## config.mk

```make
export PLATFORM = sky130hd
export DESIGN_NAME = norm_shift_32_flat
export DESIGN_NICKNAME = d
export VERILOG_FILES = /design/src/rtl/norm_shift_32_if.sv /design/src/rtl/norm_shift_32.sv /design/src/flat_wrapper.sv
export SDC_FILE = /design/constraint.sdc
export NUM_CORES = 1
export LEC_CHECK = 0
export BUFFER_PORTS_ARGS = -buffer_cell sky130_fd_sc_hd__buf_2
export CAP_MARGIN = 20
export CORE_ASPECT_RATIO = 2
export CORE_MARGIN = 2
export CORE_UTILIZATION = 58
export CTS_BUF_LIST = sky130_fd_sc_hd__clkbuf_8
export DETAILED_ROUTE_END_ITERATION = 12
export MAX_ROUTING_LAYER = met4
export PLACE_DENSITY_LB_ADDON = 0.12
export SYNTH_ARGS = -nofsm -noshare
export SYNTH_HDL_FRONTEND = slang
export SYNTH_SLANG_ARGS = --single-unit
export TNS_END_PERCENT = 1
```

## constraint.sdc

```tcl
create_clock -name clk -period 2.77 [get_ports clk]
set_input_delay 0.277 -clock clk [delete_from_list [all_inputs] [get_ports clk]]
set_output_delay 0.277 -clock clk [all_outputs]
set_load 0.01 [all_outputs]
```

## src/rtl/norm_shift_32_if.sv

```systemverilog
// Streaming interface for the normalizer: input beat (mantissa/exponent/lzc)
// and result beat, each with a valid/ready handshake.
interface norm_shift_32_if #(
  parameter int unsigned EXP_W = 8
);
  logic             in_valid;
  logic             in_ready;
  logic [31:0]      in_mant;
  logic [EXP_W-1:0] in_exp;
  logic [5:0]       in_count;
  logic             out_valid;
  logic             out_ready;
  logic [31:0]      out_mant;
  logic [EXP_W-1:0] out_exp;
  logic             out_zero;
  logic             out_uflow;

  modport master (
    output in_valid, in_mant, in_exp, in_count, out_ready,
    input  in_ready, out_valid, out_mant, out_exp, out_zero, out_uflow
  );

  modport slave (
    input  in_valid, in_mant, in_exp, in_count, out_ready,
    output in_ready, out_valid, out_mant, out_exp, out_zero, out_uflow
  );
endinterface

```

## src/rtl/norm_shift_32.sv

```systemverilog
// Two-stage mantissa normalizer: decode shift/flags in S1, shift in S2.
// Define NORM_SUBNORM_EN for gradual underflow; default flushes underflow to zero.
module norm_shift_32 #(
  parameter int unsigned EXP_W = 8
) (
  input logic            clk,
  input logic            rst_n,
  norm_shift_32_if.slave bus
);
  localparam int unsigned MANT_W = 32;
  localparam int unsigned CNT_W  = 6;
  localparam int unsigned CMP_W  = ((EXP_W > CNT_W) ? EXP_W : CNT_W) + 1;

  logic              s1_valid_q, s1_valid_d;
  logic [MANT_W-1:0] s1_mant_q,  s1_mant_d;
  logic [EXP_W-1:0]  s1_exp_q,   s1_exp_d;
  logic [CNT_W-1:0]  s1_shift_q, s1_shift_d;
  logic              s1_zero_q,  s1_zero_d;
  logic              s1_uflow_q, s1_uflow_d;

  logic              s2_valid_q, s2_valid_d;
  logic [MANT_W-1:0] s2_mant_q,  s2_mant_d;
  logic [EXP_W-1:0]  s2_exp_q,   s2_exp_d;
  logic              s2_zero_q,  s2_zero_d;
  logic              s2_uflow_q, s2_uflow_d;

  logic              s1_adv, s2_adv;
  logic              dec_zero, dec_uflow;
  logic [MANT_W-1:0] dec_mant;
  logic [EXP_W-1:0]  dec_exp;
  logic [CNT_W-1:0]  dec_shift;

  // Classify the incoming beat and pick the shift amount / exponent.
  always_comb begin
    dec_zero  = 1'b0;
    dec_uflow = 1'b0;
    dec_mant  = bus.in_mant;
    dec_exp   = '0;
    dec_shift = '0;
    if ((bus.in_count >= CNT_W'(MANT_W)) || (bus.in_mant == '0)) begin
      dec_zero = 1'b1;
      dec_mant = '0;
    end else if (CMP_W'(bus.in_exp) > CMP_W'(bus.in_count)) begin
      dec_shift = bus.in_count;
      dec_exp   = bus.in_exp - EXP_W'(bus.in_count);
    end else begin
      dec_uflow = 1'b1;
`ifdef NORM_SUBNORM_EN
      dec_shift = (bus.in_exp == '0) ? '0 : CNT_W'(bus.in_exp - EXP_W'(1));
`else
      dec_zero  = 1'b1;
      dec_mant  = '0;
`endif
    end
  end

  // Handshake and next-state for both stages; each stage holds unless it advances.
  always_comb begin
    s2_adv = !s2_valid_q || bus.out_ready;
    s1_adv = !s1_valid_q || s2_adv;

    s1_valid_d = s1_valid_q;
    s1_mant_d  = s1_mant_q;
    s1_exp_d   = s1_exp_q;
    s1_shift_d = s1_shift_q;
    s1_zero_d  = s1_zero_q;
    s1_uflow_d = s1_uflow_q;
    s2_valid_d = s2_valid_q;
    s2_mant_d  = s2_mant_q;
    s2_exp_d   = s2_exp_q;
    s2_zero_d  = s2_zero_q;
    s2_uflow_d = s2_uflow_q;

    if (s1_adv) begin
      s1_valid_d = bus.in_valid;
      if (bus.in_valid) begin
        s1_mant_d  = dec_mant;
        s1_exp_d   = dec_exp;
        s1_shift_d = dec_shift;
        s1_zero_d  = dec_zero;
        s1_uflow_d = dec_uflow;
      end
    end

    if (s2_adv) begin
      s2_valid_d = s1_valid_q;
      if (s1_valid_q) begin
        s2_mant_d  = s1_mant_q << s1_shift_q;
        s2_exp_d   = s1_exp_q;
        s2_zero_d  = s1_zero_q;
        s2_uflow_d = s1_uflow_q;
      end
    end
  end

  always_ff @(posedge clk) begin
    if (!rst_n) begin
      s1_valid_q <= 1'b0;
      s1_mant_q  <= '0;
      s1_exp_q   <= '0;
      s1_shift_q <= '0;
      s1_zero_q  <= 1'b0;
      s1_uflow_q <= 1'b0;
      s2_valid_q <= 1'b0;
      s2_mant_q  <= '0;
      s2_exp_q   <= '0;
      s2_zero_q  <= 1'b0;
      s2_uflow_q <= 1'b0;
    end else begin
      s1_valid_q <= s1_valid_d;
      s1_mant_q  <= s1_mant_d;
      s1_exp_q   <= s1_exp_d;
      s1_shift_q <= s1_shift_d;
      s1_zero_q  <= s1_zero_d;
      s1_uflow_q <= s1_uflow_d;
      s2_valid_q <= s2_valid_d;
      s2_mant_q  <= s2_mant_d;
      s2_exp_q   <= s2_exp_d;
      s2_zero_q  <= s2_zero_d;
      s2_uflow_q <= s2_uflow_d;
    end
  end

  // in_ready is held low while reset is asserted so it reads 0 with the other outputs.
  assign bus.in_ready  = rst_n & s1_adv;
  assign bus.out_valid = s2_valid_q;
  assign bus.out_mant  = s2_mant_q;
  assign bus.out_exp   = s2_exp_q;
  assign bus.out_zero  = s2_zero_q;
  assign bus.out_uflow = s2_uflow_q;

endmodule

```

## src/flat_wrapper.sv

```systemverilog
// flat-port wrapper written by rule: the top's interface ports become plain ports
module norm_shift_32_flat 
#(
  parameter int unsigned EXP_W = 8
)
  (clk, rst_n, bus_in_valid, bus_in_mant, bus_in_exp, bus_in_count, bus_out_ready, bus_in_ready, bus_out_valid, bus_out_mant, bus_out_exp, bus_out_zero, bus_out_uflow);
  norm_shift_32_if #(.EXP_W(EXP_W)) bus_i ();
  input logic clk;
  input logic rst_n;
  input wire logic [$bits(bus_i.in_valid)-1:0] bus_in_valid;
  input wire logic [$bits(bus_i.in_mant)-1:0] bus_in_mant;
  input wire logic [$bits(bus_i.in_exp)-1:0] bus_in_exp;
  input wire logic [$bits(bus_i.in_count)-1:0] bus_in_count;
  input wire logic [$bits(bus_i.out_ready)-1:0] bus_out_ready;
  output wire logic [$bits(bus_i.in_ready)-1:0] bus_in_ready;
  output wire logic [$bits(bus_i.out_valid)-1:0] bus_out_valid;
  output wire logic [$bits(bus_i.out_mant)-1:0] bus_out_mant;
  output wire logic [$bits(bus_i.out_exp)-1:0] bus_out_exp;
  output wire logic [$bits(bus_i.out_zero)-1:0] bus_out_zero;
  output wire logic [$bits(bus_i.out_uflow)-1:0] bus_out_uflow;
  assign bus_i.in_valid = bus_in_valid;
  assign bus_i.in_mant = bus_in_mant;
  assign bus_i.in_exp = bus_in_exp;
  assign bus_i.in_count = bus_in_count;
  assign bus_i.out_ready = bus_out_ready;
  assign bus_in_ready = bus_i.in_ready;
  assign bus_out_valid = bus_i.out_valid;
  assign bus_out_mant = bus_i.out_mant;
  assign bus_out_exp = bus_i.out_exp;
  assign bus_out_zero = bus_i.out_zero;
  assign bus_out_uflow = bus_i.out_uflow;
  norm_shift_32 #(.EXP_W(EXP_W)) u_core (.clk(clk), .rst_n(rst_n), .bus(bus_i));
endmodule
```

==> impl_metrics.py <==
metrics = {
    "status": {
        "status": "finished, final reports clean",
    },
    "worst_setup_path": {
        "arrival_ns": 2.59,
        "startpoint_type": "flop",
        "ff2ff_path_depth": 4,
        "reg2reg_slack_ns": 0.45,
        "critPathCaptureType": "flop",
        "critPathKind": "reg2reg",
        "critPathMaxFanout": 21,
        "r2r-end": "u_core.bus.out_mant[25]$_SDFFE_PN0P_",
        "r2r_start": "u_core.s1_shift_q[1]$_SDFFE_PN0P_",
        "required_ns": 3.04,
    },
    "floorplan": {
        "die_w_um": 69.6,
        "fp.dieArea_um2": 9410,
        "initial_core_util": 0.602,
        "coreArea_um2": 8290,
        "chipHeight_um": 135,
        "num_rows": 47,
        "io_pins": 94,
    },
    "place": {
        "io_buffers": 93,
        "hpwl_mm": 10.4,
        "gp_congestion": 0.957,
        "dpl_cell_area_um2": 5490,
        "dp_slack_ns": 0.241,
    },
    "finish": {
        "finalInstanceArea_um2": 5720,
        "n_antenna_cell": 0,
        "layout-drive-gt1-share": 0.327,
        "area_growth_pct": 14.5,
        "nets": 663,
    },
    "synthesis": {
        "ys_seq_area_frac": 0.369,
        "syn_inst": 522,
        "avgSynthCellArea_um2": 9.57,
        "synth_edf_count": 0,
        "synth_ff_type": "dfxtp_1",
        "netlist.area_leader.share": 0.369,
        "post-synth-top-area-cell": "dfxtp_1",
        "synthTopCellsByArea": "dfxtp_1 37%, mux2i_1 9.4%, a22o_2 6.8%",
        "syn-cell-area_um2": 4990,
        "synth_cell_types": 59,
        "ys_ff_latch": 92,
        "yosys-top-cells-count": "92 x dfxtp_1, 57 x nand2_1, 47 x mux2i_1, 41 x nor2_1",
        "syn_nets": 579,
        "synthArstFlopShare": 0,
        "yosysMostFrequentCell": "dfxtp_1",
        "yosys_warnings": 0,
    },
    "min_path": {
        "min_from": "bus_in_mant[3]",
        "min_path_type": "in2reg",
        "min_path_cells": 2,
        "whs_endpoint": "u_core.s1_mant_q[3]$_SDFFE_PN0P_",
    },
    "clock_tree": {
        "cts_setup_buffers": 0,
        "numCtsBuffers": 9,
        "cts_max_path_buffers": 2,
        "clkLatencyLatePin_ns": 0.37,
        "hold_buffers": 0,
        "htreeDepth": 3,
        "path_clk_slew_ns": 0.09,
        "cts_tree": "yes",
        "ctsRootBufferMaster": "clkbuf_8",
        "cts_sinks": 92,
        "cts_resized": 0,
    },
    "routing": {
        "antenna_left": 0,
        "detail_route.first_pass.iterations": 5,
        "drtIter0Drc": 318,
        "wirelength_mm": 13.4,
        "vias": 4430,
        "drc_errors": 0,
        "wire_per_inst_um": 18.9,
        "viasPerCell": 6.25,
    },
    "sta": {
        "worst_slew_pin_slew_ns": 0.732,
        "fmaxAchievable_mhz": 431,
        "fin_tns_setup_ns": 0,
        "fin_ws_ns": 0.448,
        "final_max_slew_viol_count": 0,
        "relSlewSlack": 0.511,
        "whs_ns": 0.120,
        "fin_crit_sh": 0.838,
        "skew_ns": 0.00738,
        "rsz0062_at_grt": "no",
        "min_period_ns": 2.32,
        "setup_viol": 0,
        "hold_violations": 0,
    },
    "global_route": {
        "grt_overflow_total": 0,
        "grt_use_total": 0.296,
        "grt_pass1_wl_mm": 21.4,
        "grt_pass1_vias": 4301,
        "antenna_found_initial": 0,
        "grt_max_degree": 47,
    },
    "job": {
        "maxCapViolCount": 0,
    },
    "power_and_ir_drop": {
        "peakVddDrop_v": 0.000342,
        "p_leak_nw": 2.33,
        "powerDensity_nw_per_um2": 493,
    },
}
-- cells by family (layout without fill, tap and decap cells) --
family	after synthesis	after routing	share of synthesized area
flip-flops	92	92	0.369
AND/OR/NAND/NOR	142	142	0.131
XOR/XNOR	3	3	0.00526
multiplexers	77	77	0.192
AO/OA/AOI/OAI	152	152	0.228
buffers and inverters	49	138	0.0556
adder cells (fa/ha/maj)	7	7	0.0190
-- cells in the final DEF, fill, tap and decap left out, drive strengths merged, types with 3 or more instances in the layout --
cell type and n:
a221oi 4, mux4 13, ha 6, o21a 5, mux2 16, o22ai 6, nor3 3, nand4 5
nand2b 4, a22oi 9, and2 5, buf 109, dfxtp 92, clkbuf 13, a22o 49, inv 12
nor2b 7, nor4 10, nand2 57, nor2 41, nand3 3, o21ai 19, a21oi 35, a211oi 5
mux2i 48
-- per-stage QoR --
step | cells | util | power [mW]
floorplan | 522 | - | 1.72
global placement | 692 | 0.662 | 1.85
detailed placement | 692 | 0.662 | 1.86
CTS | 708 | 0.689 | 2.83
global route | 709 | 0.689 | 2.93
finish | 709 | 0.689 | 2.82
-- state kept, by name, summed over array words and instances (netlist names) --
| register | cells |
|---|---|
| u_core.bus.out_exp | 8 |
| u_core.bus.out_zero | 1 |
| u_core.bus.out_mant | 32 |
| u_core.s1_exp_q | 8 |
| u_core.s1_valid_q | 1 |
| u_core.s1_zero_q | 1 |
| u_core.bus.out_valid | 1 |
| u_core.s1_mant_q | 32 |
| u_core.s1_shift_q | 6 |
| u_core.bus.out_uflow | 1 |
| u_core.s1_uflow_q | 1 |
-- worst max-delay path by stage --
| stage | startpoint | to | slack (ns) |
|---|---|---|---|
| after floorplan | bus_in_exp[0] | u_core.s1_shift_q[3]$_SDFFE_PN0P_ | 0.52 |
| after global placement | bus_in_count[0] | u_core.s1_exp_q[2]$_SDFFE_PN0P_ | 0.34 |
| after detailed placement | bus_in_count[0] | u_core.s1_exp_q[2]$_SDFFE_PN0P_ | 0.24 |
| after CTS | u_core.s1_shift_q[1]$_SDFFE_PN0P_ | u_core.bus.out_mant[25]$_SDFFE_PN0P_ | 0.51 |
| after global routing | u_core.s1_shift_q[2]$_SDFFE_PN0P_ | u_core.bus.out_mant[21]$_SDFFE_PN0P_ | 0.34 |
| final | u_core.s1_shift_q[1]$_SDFFE_PN0P_ | u_core.bus.out_mant[25]$_SDFFE_PN0P_ | 0.45 |
-- layer usage --
layer  share of wire  GRT usage  vias to the layer above  wire length (um)
li1                -          -                     2122                 -
met1            0.37      0.314                     2087              4980
met2            0.52      0.505                      163              6960
met3           0.047     0.0476                       58               629
met4           0.063      0.196                        0               852
met5               0          -                        -                 0
-- report_power, final --
group	leakage, nW	internal, mW	total (mW)	switching, mW
clock network	0.109	0.496	0.982	0.486
logic	1.48	0.187	0.420	0.233
registers	0.748	1.37	1.42	0.0519
-- critical path, cell delays in order, from the launching register on --
cell and delay [ns]:
dfxtp_2 0.70, mux4_2 0.59, mux2i_1 0.46, o21ai_0 0.20, a22o_1 0.26
-- cell type report --
cell class,instances,area [um2]
clock buffer,12,165
clock inverter,4,55.1
fill,692,2570
inverter,12,45.0
multi-input combinational,381,2880
sequential,92,1840
tap,98,123
timing repair buffer,110,603
Note: power is estimated with default switching activity, not from simulation.
